==> src/rtl/lut_ram_ctrl_if.sv <==
// ----------------------------------------------------------------------------
// lut_ram_ctrl_if
//   Requester-side bus of lut_ram_ctrl. Bundles the per-requester request
//   handshake and the shared read-response path.
//
//   req_valid  NUM_REQ           per-requester request valid
//   req_we     NUM_REQ           1 = write, 0 = read
//   req_addr   NUM_REQ x ADDR_W  LUT address per requester
//   req_wdata  NUM_REQ x DATA_W  write data per requester
//   req_ready  NUM_REQ           one-hot grant from the controller
//   rsp_valid  NUM_REQ           one-cycle read-response pulse per requester
//   rsp_rdata  DATA_W            shared read data, valid with any rsp_valid bit
//
//   master: requester side (drives requests)
//   slave : controller side (drives grants and responses)
// ----------------------------------------------------------------------------
interface lut_ram_ctrl_if #(
    parameter int NUM_REQ = 2,
    parameter int ADDR_W  = 6,
    parameter int DATA_W  = 32
);
    logic [NUM_REQ-1:0]             req_valid;
    logic [NUM_REQ-1:0]             req_we;
    logic [NUM_REQ-1:0][ADDR_W-1:0] req_addr;
    logic [NUM_REQ-1:0][DATA_W-1:0] req_wdata;
    logic [NUM_REQ-1:0]             req_ready;
    logic [NUM_REQ-1:0]             rsp_valid;
    logic [DATA_W-1:0]              rsp_rdata;

    modport master (
        output req_valid,
        output req_we,
        output req_addr,
        output req_wdata,
        input  req_ready,
        input  rsp_valid,
        input  rsp_rdata
    );

    modport slave (
        input  req_valid,
        input  req_we,
        input  req_addr,
        input  req_wdata,
        output req_ready,
        output rsp_valid,
        output rsp_rdata
    );
endinterface

==> src/rtl/lut_ram_ctrl.sv <==
// ----------------------------------------------------------------------------
// lut_ram_ctrl
//   Shares one lut_ram between NUM_REQ requesters. A round-robin arbiter
//   grants at most one read or write per cycle; an init FSM fills every
//   entry with INIT_VALUE after reset (INIT_CLEAR=1) and on a clear_req
//   pulse. This block owns all lut_ram control pins.
//
//   clk        in   clock, all state on the rising edge
//   rst        in   asynchronous active-high reset
//   clear_req  in   pulse: refill the whole LUT with INIT_VALUE
//   init_done  out  high while in RUN (LUT contents valid)
//   req_bus    slave modport of lut_ram_ctrl_if (requests, grants, responses)
//   wr_en      out  lut_ram write enable
//   wr_addr    out  lut_ram write address
//   wr_data    out  lut_ram write data
//   rd_addr    out  lut_ram read address
//   rd_data    in   lut_ram asynchronous read data for rd_addr
// ----------------------------------------------------------------------------
module lut_ram_ctrl #(
    parameter int                 NUM_REQ    = 2,
    parameter int                 INIT_CLEAR = 1,
    parameter int                 ADDR_W     = 6,
    parameter int                 DATA_W     = 32,
    parameter logic [DATA_W-1:0]  INIT_VALUE = '0
) (
    input  logic              clk,
    input  logic              rst,
    input  logic              clear_req,
    output logic              init_done,
    lut_ram_ctrl_if.slave     req_bus,
    output logic              wr_en,
    output logic [ADDR_W-1:0] wr_addr,
    output logic [DATA_W-1:0] wr_data,
    output logic [ADDR_W-1:0] rd_addr,
    input  logic [DATA_W-1:0] rd_data
);

    typedef logic [ADDR_W-1:0] lut_addr_t;
    typedef logic [DATA_W-1:0] word_t;

    localparam int DEPTH = 2 ** $bits(lut_addr_t);
    localparam int PTR_W = (NUM_REQ > 1) ? $clog2(NUM_REQ) : 1;

    typedef enum logic {
        ST_INIT = 1'b0,
        ST_RUN  = 1'b1
    } state_t;

    state_t             state_q;
    state_t             state_d;
    lut_addr_t          fill_cnt_q;
    lut_addr_t          fill_cnt_d;
    logic [PTR_W-1:0]   rr_ptr_q;
    logic [PTR_W-1:0]   rr_ptr_d;
    lut_addr_t          rd_addr_q;

    // Arbiter results
    logic               arb_found;
    logic [PTR_W-1:0]   arb_idx;
    logic               hi_found;
    logic [PTR_W-1:0]   hi_idx;
    logic [PTR_W-1:0]   any_idx;
    logic [NUM_REQ-1:0] gnt_oh;
    logic               win_we;
    lut_addr_t          win_addr;
    word_t              win_wdata;

    // Datapath control for this cycle
    logic               grant_en;
    logic               rd_fire;
    logic               wr_en_c;
    lut_addr_t          wr_addr_c;
    word_t              wr_data_c;
    lut_addr_t          rd_addr_c;

    // Read-response pipeline register
    logic [NUM_REQ-1:0] rsp_vld_p1;
    word_t              rsp_rdata_p1;

    // ------------------------------------------------------------------------
    // Round-robin pick: the lowest valid index at or above rr_ptr wins; if
    // none exists, the scan wraps and the lowest valid index overall wins.
    // Both searches run downward so the final assignment is the lowest hit.
    // ------------------------------------------------------------------------
    always_comb begin
        hi_found = 1'b0;
        hi_idx   = '0;
        any_idx  = '0;
        for (int j = NUM_REQ - 1; j >= 0; j--) begin
            if (req_bus.req_valid[j]) begin
                any_idx = PTR_W'(j);
                if (j >= int'(rr_ptr_q)) begin
                    hi_found = 1'b1;
                    hi_idx   = PTR_W'(j);
                end
            end
        end
        arb_found = |req_bus.req_valid;
        arb_idx   = hi_found ? hi_idx : any_idx;
    end

    // One-hot grant and mux of the winner's request fields
    always_comb begin
        gnt_oh    = '0;
        win_we    = 1'b0;
        win_addr  = '0;
        win_wdata = '0;
        for (int j = 0; j < NUM_REQ; j++) begin
            gnt_oh[j] = grant_en && (arb_idx == PTR_W'(j));
            if (arb_idx == PTR_W'(j)) begin
                win_we    = req_bus.req_we[j];
                win_addr  = req_bus.req_addr[j];
                win_wdata = req_bus.req_wdata[j];
            end
        end
    end

    // ------------------------------------------------------------------------
    // FSM next state and lut_ram control. Everything is forced idle while
    // rst is high so the control pins show their reset values even though
    // the fill writes themselves are combinational.
    // ------------------------------------------------------------------------
    always_comb begin
        state_d    = state_q;
        fill_cnt_d = fill_cnt_q;
        rr_ptr_d   = rr_ptr_q;
        grant_en   = 1'b0;
        rd_fire    = 1'b0;
        wr_en_c    = 1'b0;
        wr_addr_c  = '0;
        wr_data_c  = '0;
        rd_addr_c  = rd_addr_q;

        if (!rst) begin
            case (state_q)
                ST_INIT: begin
                    wr_en_c   = 1'b1;
                    wr_addr_c = fill_cnt_q;
                    wr_data_c = INIT_VALUE;
                    if (fill_cnt_q == lut_addr_t'(DEPTH - 1)) begin
                        state_d    = ST_RUN;
                        fill_cnt_d = '0;
                    end else begin
                        fill_cnt_d = fill_cnt_q + 1'b1;
                    end
                end

                ST_RUN: begin
                    // A clear beats any pending request in the same cycle.
                    if (clear_req) begin
                        state_d = ST_INIT;
                    end else if (arb_found) begin
                        grant_en = 1'b1;
                        rr_ptr_d = (arb_idx == PTR_W'(NUM_REQ - 1)) ? '0 : arb_idx + 1'b1;
                        if (win_we) begin
                            wr_en_c   = 1'b1;
                            wr_addr_c = win_addr;
                            wr_data_c = win_wdata;
                        end else begin
                            rd_fire   = 1'b1;
                            rd_addr_c = win_addr;
                        end
                    end
                end

                default: begin
                    state_d = ST_INIT;
                end
            endcase
        end
    end

    always_ff @(posedge clk or posedge rst) begin
        if (rst) begin
            state_q    <= (INIT_CLEAR != 0) ? ST_INIT : ST_RUN;
            fill_cnt_q <= '0;
            rr_ptr_q   <= '0;
            rd_addr_q  <= '0;
        end else begin
            state_q    <= state_d;
            fill_cnt_q <= fill_cnt_d;
            rr_ptr_q   <= rr_ptr_d;
            rd_addr_q  <= rd_addr_c;
        end
    end

    // Stage p0 -> p1: lut_ram read data captured at the grant edge
    always_ff @(posedge clk or posedge rst) begin
        if (rst) begin
            rsp_vld_p1   <= '0;
            rsp_rdata_p1 <= '0;
        end else begin
            rsp_vld_p1 <= rd_fire ? gnt_oh : '0;
            if (rd_fire) begin
                rsp_rdata_p1 <= rd_data;
            end
        end
    end

    assign req_bus.req_ready = gnt_oh;
    assign req_bus.rsp_valid = rsp_vld_p1;
    assign req_bus.rsp_rdata = rsp_rdata_p1;

    assign init_done = (state_q == ST_RUN) && !rst;
    assign wr_en     = wr_en_c;
    assign wr_addr   = wr_addr_c;
    assign wr_data   = wr_data_c;
    assign rd_addr   = rd_addr_c;

endmodule
==> src/flat_wrapper.sv <==
// flat-port wrapper written by rule: the top's interface ports become plain ports
module lut_ram_ctrl_flat 
#(
    parameter int                 NUM_REQ    = 2,
    parameter int                 INIT_CLEAR = 1,
    parameter int                 ADDR_W     = 6,
    parameter int                 DATA_W     = 32,
    parameter logic [DATA_W-1:0]  INIT_VALUE = '0
)
  (clk, rst, clear_req, init_done, wr_en, wr_addr, wr_data, rd_addr, rd_data, req_bus_req_valid, req_bus_req_we, req_bus_req_addr, req_bus_req_wdata, req_bus_req_ready, req_bus_rsp_valid, req_bus_rsp_rdata);
  lut_ram_ctrl_if #(.NUM_REQ(NUM_REQ), .ADDR_W(ADDR_W), .DATA_W(DATA_W)) req_bus_i ();
  input  logic clk;
  input  logic rst;
  input  logic clear_req;
  output logic init_done;
  output logic wr_en;
  output logic [ADDR_W-1:0] wr_addr;
  output logic [DATA_W-1:0] wr_data;
  output logic [ADDR_W-1:0] rd_addr;
  input  logic [DATA_W-1:0] rd_data;
  input wire logic [$bits(req_bus_i.req_valid)-1:0] req_bus_req_valid;
  input wire logic [$bits(req_bus_i.req_we)-1:0] req_bus_req_we;
  input wire logic [$bits(req_bus_i.req_addr)-1:0] req_bus_req_addr;
  input wire logic [$bits(req_bus_i.req_wdata)-1:0] req_bus_req_wdata;
  output wire logic [$bits(req_bus_i.req_ready)-1:0] req_bus_req_ready;
  output wire logic [$bits(req_bus_i.rsp_valid)-1:0] req_bus_rsp_valid;
  output wire logic [$bits(req_bus_i.rsp_rdata)-1:0] req_bus_rsp_rdata;
  assign req_bus_i.req_valid = req_bus_req_valid;
  assign req_bus_i.req_we = req_bus_req_we;
  assign req_bus_i.req_addr = req_bus_req_addr;
  assign req_bus_i.req_wdata = req_bus_req_wdata;
  assign req_bus_req_ready = req_bus_i.req_ready;
  assign req_bus_rsp_valid = req_bus_i.rsp_valid;
  assign req_bus_rsp_rdata = req_bus_i.rsp_rdata;
  lut_ram_ctrl #(.NUM_REQ(NUM_REQ), .INIT_CLEAR(INIT_CLEAR), .ADDR_W(ADDR_W), .DATA_W(DATA_W), .INIT_VALUE(INIT_VALUE)) u_core (.clk(clk), .rst(rst), .clear_req(clear_req), .init_done(init_done), .req_bus(req_bus_i), .wr_en(wr_en), .wr_addr(wr_addr), .wr_data(wr_data), .rd_addr(rd_addr), .rd_data(rd_data));
endmodule
==> config.mk <==
export PLATFORM = sky130hd
export DESIGN_NAME = lut_ram_ctrl_flat
export DESIGN_NICKNAME = d
export VERILOG_FILES = /design/src/rtl/lut_ram_ctrl_if.sv /design/src/rtl/lut_ram_ctrl.sv /design/src/flat_wrapper.sv
export SDC_FILE = /design/constraint.sdc
export NUM_CORES = 1
export LEC_CHECK = 0
export CAP_MARGIN = 40
export CORE_MARGIN = 2
export CORE_UTILIZATION = 30
export DETAILED_ROUTE_END_ITERATION = 16
export PLACE_DENSITY = 0.74
export SLEW_MARGIN = 0
export SYNTH_ARGS = -nofsm -noshare
export SYNTH_HDL_FRONTEND = slang
export SYNTH_SLANG_ARGS = --single-unit
==> constraint.sdc <==
create_clock -name clk -period 1.73 [get_ports clk]
set_clock_uncertainty 0.05 [all_clocks]
set_input_delay 0.173 -clock clk [delete_from_list [all_inputs] [get_ports clk]]
set_output_delay 0.173 -clock clk [all_outputs]
set_load 0.01 [all_outputs]
==> results.toml, run 1 <==
[worst_setup_path]
cp.required_ps = 1510
crit_fanout = 9
arrival_ps = 1960
start_kind = "flop"
crit_path_end_kind = "output pin"
reg2reg_depth = 7
crit_type = "reg2out"

[clock_network]
path_clk_slew_ps = 100
numCtsBuffers = 5
clock-sinks = 48
cts_buffer_depth = 2
cts_hold_buf = 0
cts-htree-levels = 2
cts_tree = "built"
insertion_delay_ps = 300
cts_root_buf = "clkbuf_8"

[placement]
place_area_sq_mm = 0.004863
gp_congestion = 0.7275
dp_cells = 573
port_buffers = 196
hpwl_mm = 6.795

[outcome]
violations = "negative setup slack"
status = "finished with violations"

[power]
p_per_area_mw_per_mm2 = 984.4
leakagePower_uw = 0.002527
p_total_uw = 5451
vdd_drop_max_mv = 0.8007

[timing]
finalHoldViolations = 0
tightest_slew_ps = 395.6
fin_setup_tns_ps = -28160
period_minus_slack_ps = 2182
rsz0062_at_grt = "true"
setup-violations-final = 79
fin_crit_sh_pct = 126.1
slew_headroom_pct = 72.87
slew_violations = 0
fmaxAchievable_ghz = 0.4583
layout_setup_ws_ps = -452.2

[die]
die_y_microns = 96.31
rows = 33
core_sq_mm = 0.008258
die_w_microns = 96.31
dieArea_sq_mm = 0.009275
top_level_ports = 197
floorplan.initialDensity_pct = 30.95

[yosys]
ys_ff_latch = 48
avgSynthCellArea_sq_um = 9.610
syn_inst = 266
synth.distinct_cells = 26
ys_warn_count = 0
syn-num-nets = 382
yosysSeqAreaShare_pct = 46.99
syn-cell-area_sq_mm = 0.002556

[route]
wl_per_cell_microns = 16.71
antenna_left = 0
dr.pass1.iters = 4
viasPerCell = 4.771
drc = 0
initialDrtViolationCount = 76
vias = 2891
wirelength_mm = 10.13

[layout]
area.sequential_sq_mm = 0.001201
stdcell_area_sq_mm = 0.005538
finalNonFillerCells = 606
multi_input_area_sq_mm = 0.001556
insertedDiodeCount = 0
nFillCells = 624
fin_nets = 616
drive_above_1_share_pct = 37.92
flow.area_growth_from_synthesis_pct = 116.6

[global_routing]
antenna_found_initial = 1
grt.overflow.total = 0
grt_pass1_wl_mm = 13.67
grt.total_usage_pct = 19.23
grt_max_degree = 36
grt_pass1_vias = 2793

[job]
drv_cap = 0

[worst_hold_path]
hp-class = "in2async"
kinds of logic after synthesis:
group | after synthesis | share of synthesized area [%]
AND/OR/NAND/NOR | 94 | 15.47
AO/OA/AOI/OAI | 52 | 10.62
flip-flops | 48 | 46.99
multiplexers | 45 | 21.29
buffers and inverters | 24 | 4.454
XOR/XNOR | 2 | 0.6854
adder cells (fa/ha/maj) | 1 | 0.4894
sequential cells by signal (all words and copies together) (netlist names):
signal and flops:
u_core.fill_cnt_q 6, u_core.req_bus.rsp_valid 2, u_core.rr_ptr_q 1, u_core.req_bus.rsp_rdata 32
u_core.rd_addr_q 6, u_core.state_q 1
per-stage QoR:
stage	util [%]	hold WS, ps	setup slack [ps]
floorplan	-	196.5	-214.8
global placement	58.89	437.4	-875.2
detailed placement	58.89	444.1	-916.7
CTS	63.06	367.8	-437.0
global route	67.06	394.4	-561.4
finish	67.06	360.8	-452.2
cell usage after synthesis:
library cell	number	area (sq um)
a21boi_0	1	7.510
a21oi_1	36	180.2
a2bb2oi_1	1	8.760
and2_1	1	6.260
and3_1	2	12.51
buf_2	1	5.000
buf_6	3	33.78
clkbuf_1	13	48.80
dfrtp_1	48	1201
ha_1	1	12.51
inv_1	7	26.28
mux2_2	19	214.0
mux2_4	14	210.2
mux2i_1	12	120.1
nand2_1	75	281.5
nand2b_1	1	6.260
nand3_1	1	5.000
nand4_1	2	12.51
nor2_1	7	26.28
nor2b_4	1	13.76
nor3_1	2	10.01
nor3b_2	1	12.51
o21ai_0	12	60.06
o31ai_1	2	15.01
or3b_1	1	8.760
xnor2_1	2	17.52
layer usage:
metal  vias up  routed length [microns]  GRT usage (%)
met3         7                      835          5.717
li1       1368                        -              -
met5         -                       12              0
met4         2                       46          2.230
met2       116                     5465          37.27
met1      1398                     3765          21.09
what timing repair did:
item / 4_1_cts / 5_1_grt
resized for setup: 242 / 51
setup endpoints to repair: 85 / 85
pin swaps: 2 / 2
cloned: 5 / 3
setup buffers: 11 / 9
cell usage in the layout (no fill, tap or decap), types with 2 or more instances in the layout:
cell type and n:
xnor2_1 2, o21ai_1 2, nand4_1 2, nor3_1 2, buf_2 33, buf_12 9, a21oi_1 4, clkbuf_16 3
buf_4 22, nand2_1 74, a21oi_2 23, inv_1 6, a21oi_4 9, mux2_2 19, dfrtp_1 48, bufinv_16 2
mux2i_4 3, buf_6 20, mux2_4 14, clkdlybuf4s50_1 146, buf_16 6, mux2i_1 5, mux2i_2 4, o21ai_2 6
o21ai_0 3, clkbuf_8 5, nor2_1 7, dlygate4sd2_1 3, o31ai_1 2
final cells by class:
cell class / count / area share, %
clock buffer: 5 / 1.243
multi-input combinational: 194 / 28.11
inverter: 7 / 0.4745
tap: 105 / 2.372
timing repair buffer: 244 / 44.87
clock inverter: 3 / 1.243
sequential: 48 / 21.69
critical path: stages, from the launching register on:
cell and delay [ps]:
dfrtp_1 400, nand2b_4 170, and3_4 190, or3b_4 380, buf_12 160, mux2i_2 180, buf_2 170
power by group:
group	switching (uW)	internal (uW)	leakage, uW
Clock	420	582	0.0000687
Combinational	1030	1590	0.00187
Sequential	271	1560	0.000591
worst paths after layout:
kind	from	endpoint	slack [ps]
worst min register to register	u_core.req_bus.rsp_rdata[27]	u_core.req_bus.rsp_rdata[27]	460
max in group asynchronous	rst	u_core.rr_ptr_q	1070
worst max register to register	u_core.rr_ptr_q	u_core.req_bus.rsp_rdata[11]	-340
worst min-delay path	rst	u_core.req_bus.rsp_rdata[21]	360
min in group clk	rd_data[19]	u_core.req_bus.rsp_rdata[19]	420
worst max-delay path	u_core.rr_ptr_q	rd_addr[5]	-450
No activity file was read; power rests on OpenSTA's default activity.
==> inputs of run 2 (changes only) <==
- clock period: 1.73 -> 2 ns (I/O delays scaled with it)
==> run 2 against run 1 <==
The flow still finishes with violations (negative setup slack); count of clock-buffer cells in the layout up 1; critical endpoint unchanged; sequential power down 14%; sequential share of layout area up 0.16 points; non-clock buffer count up 2; first-iteration DRC count up 17%; combinational power down 9.9%; routed wire length up 0.38%; global-route usage about the same; clock power down 27%; final cell count up 0.33%; critical path depth up 1.
==> results.toml, run 2 (same netlist as run 1, synthesis figures left out) <==
[outcome]
status = "finished with violations"
violations = "negative setup slack"

[route]
vias = 2901
viasPerCell = 4.771
wirelength_mm = 10.16
antenna_left = 0
initialDrtViolationCount = 89
drc = 0
dr.pass1.iters = 4
wl_per_cell_microns = 16.72

[worst_setup_path]
crit_start = "req_bus_req_valid[0]"
crit_chain = "clkdlybuf4s50_1 > nor2_1 > nor3b_4 > or3b_4 > buf_4 > mux2i_2 > buf_2"
reg2reg_slack_ps = -70
crit_end = "rd_addr[5]"
worstReg2RegStart = "u_core.rr_ptr_q"
cp.required_ps = 1750
cp_slowest_cell = "clkdlybuf4s50_1"
rr_endpoint = "u_core.req_bus.rsp_rdata[5]"
start_kind = "input port"
arrival_ps = 2000
reg2reg_depth = 7
worst_path_largest_cell_delay_ps = 540
crit_type = "in2out"
crit_fanout = 3
crit_path_end_kind = "output pin"

[timing]
slew_headroom_pct = 65.09
fmaxAchievable_ghz = 0.4442
slew_violations = 0
setup-violations-final = 75
tightest_slew_ps = 522.9
rsz0062_at_grt = "true"
period_minus_slack_ps = 2251
fin_crit_sh_pct = 112.6
layout_setup_ws_ps = -251.5
finalHoldViolations = 0

[die]
top_level_ports = 197
rows = 33
die_w_microns = 96.31
core_sq_mm = 0.008258
die_y_microns = 96.31
floorplan.initialDensity_pct = 30.95
dieArea_sq_mm = 0.009275

[global_routing]
grt.total_usage_pct = 19.23
grt_pass1_wl_mm = 13.49
antenna_found_initial = 0
grt_pass1_vias = 2736
grt_max_degree = 39
grt.overflow.total = 0

[layout]
utilization_pct = 66.56
nFillCells = 649
flow.area_growth_from_synthesis_pct = 115.0
drive_above_1_share_pct = 38.77
insertedDiodeCount = 0
layout.cells.most_common_list = "clkdlybuf4s50_1 (148), nand2_1 (72), dfrtp_1 (48)"
largest_reg_flops = 32
multi_input_area_sq_mm = 0.001575
finalNonFillerCells = 608
mostFrequentLayoutCell = "clkdlybuf4s50_1"
fin_nets = 618
area.sequential_sq_mm = 0.001201

[clock_network]
path_clk_slew_ps = 90
numCtsBuffers = 5
cts_buffer_depth = 2
insertion_delay_ps = 300
cts_root_buf = "clkbuf_8"
cts-htree-levels = 2
clock-sinks = 48
cts_tree = "built"

[placement]
hpwl_mm = 6.952
gp_congestion = 0.8560
dp_cells = 571
port_buffers = 196

[power]
vdd_drop_max_mv = 0.4223
p_per_area_mw_per_mm2 = 849.5
leakagePower_uw = 0.002499
p_total_uw = 4669

[worst_hold_path]
hp-class = "in2async"

[job]
drv_cap = 0
-- run 2: stage by stage --
stage / setup slack [ps] / hold slack, ps / cell area (sq um) / TNS [ps]
finish: -251.5 / 416.7 / 5497 / -8464
CTS: -226.2 / 412.0 / 5129 / -4270
detailed placement: -785.7 / 443.3 / 4773 / -34730
floorplan: -1.164 / 223.5 / 2556 / -6.982
global placement: -703.1 / 436.5 / 4773 / -29690
global route: -305.7 / 424.4 / 5497 / -12060
-- run 2: layout make-up --
type / count / share of cell area, %
Timing Repair Buffer: 246 / 44.41
Multi-Input combinational cell: 194 / 28.66
Sequential cell: 48 / 21.85
Tap cell: 105 / 2.390
Clock buffer: 6 / 1.502
Clock inverter: 2 / 0.7057
Inverter: 7 / 0.4780
-- run 2: worst min path at each step --
stage	start	depth (start not counted)	slack, ps	to
3_3_place_gp	u_core.req_bus.rsp_rdata[19]	1	440	u_core.req_bus.rsp_rdata[19]
6_report	rst	3	420	u_core.state_q
5_1_grt	req_bus_req_we[1]	2	420	u_core.req_bus.rsp_valid[1]
4_1_cts	req_bus_req_we[1]	2	410	u_core.req_bus.rsp_valid[1]
2_1_floorplan	req_bus_req_we[0]	1	220	u_core.req_bus.rsp_valid[0]
3_5_place_dp	u_core.req_bus.rsp_rdata[24]	1	440	u_core.req_bus.rsp_rdata[24]
-- run 2: repair_timing --
| action | 4_1_cts | 5_1_grt |
|---|---|---|
| endpoints found under the setup margin | 78 | 78 |
| pin swaps | 3 | 3 |
| resized for setup | 236 | 66 |
| hold buffers | 0 | 0 |
| setup buffers | 16 | 4 |
| cloned | 4 | 7 |
-- run 2: metal layers --
metal | share of wire [%] | vias up | GRT usage [%]
met5 | 0 | - | 0
met4 | 2.7 | 0 | 7.864
met3 | 8.3 | 14 | 5.482
met2 | 55 | 142 | 36.23
met1 | 34 | 1377 | 19.78
li1 | - | 1368 | -
-- run 2: worst max-delay path: cells and delay by family --
| kind | cells | cell delay [ps] |
|---|---|---|
| mux | 1 | 180 |
| simple gates | 3 | 750 |
| buf+inv | 3 | 870 |
-- run 2: where the power goes --
part	leakage [uW]	total (uW)	switching, uW	internal (uW)
clock network	0.0000614	730	321	409
registers	0.000591	1580	234	1350
logic	0.00185	2360	906	1450
total	0.00250	4670	1460	3210
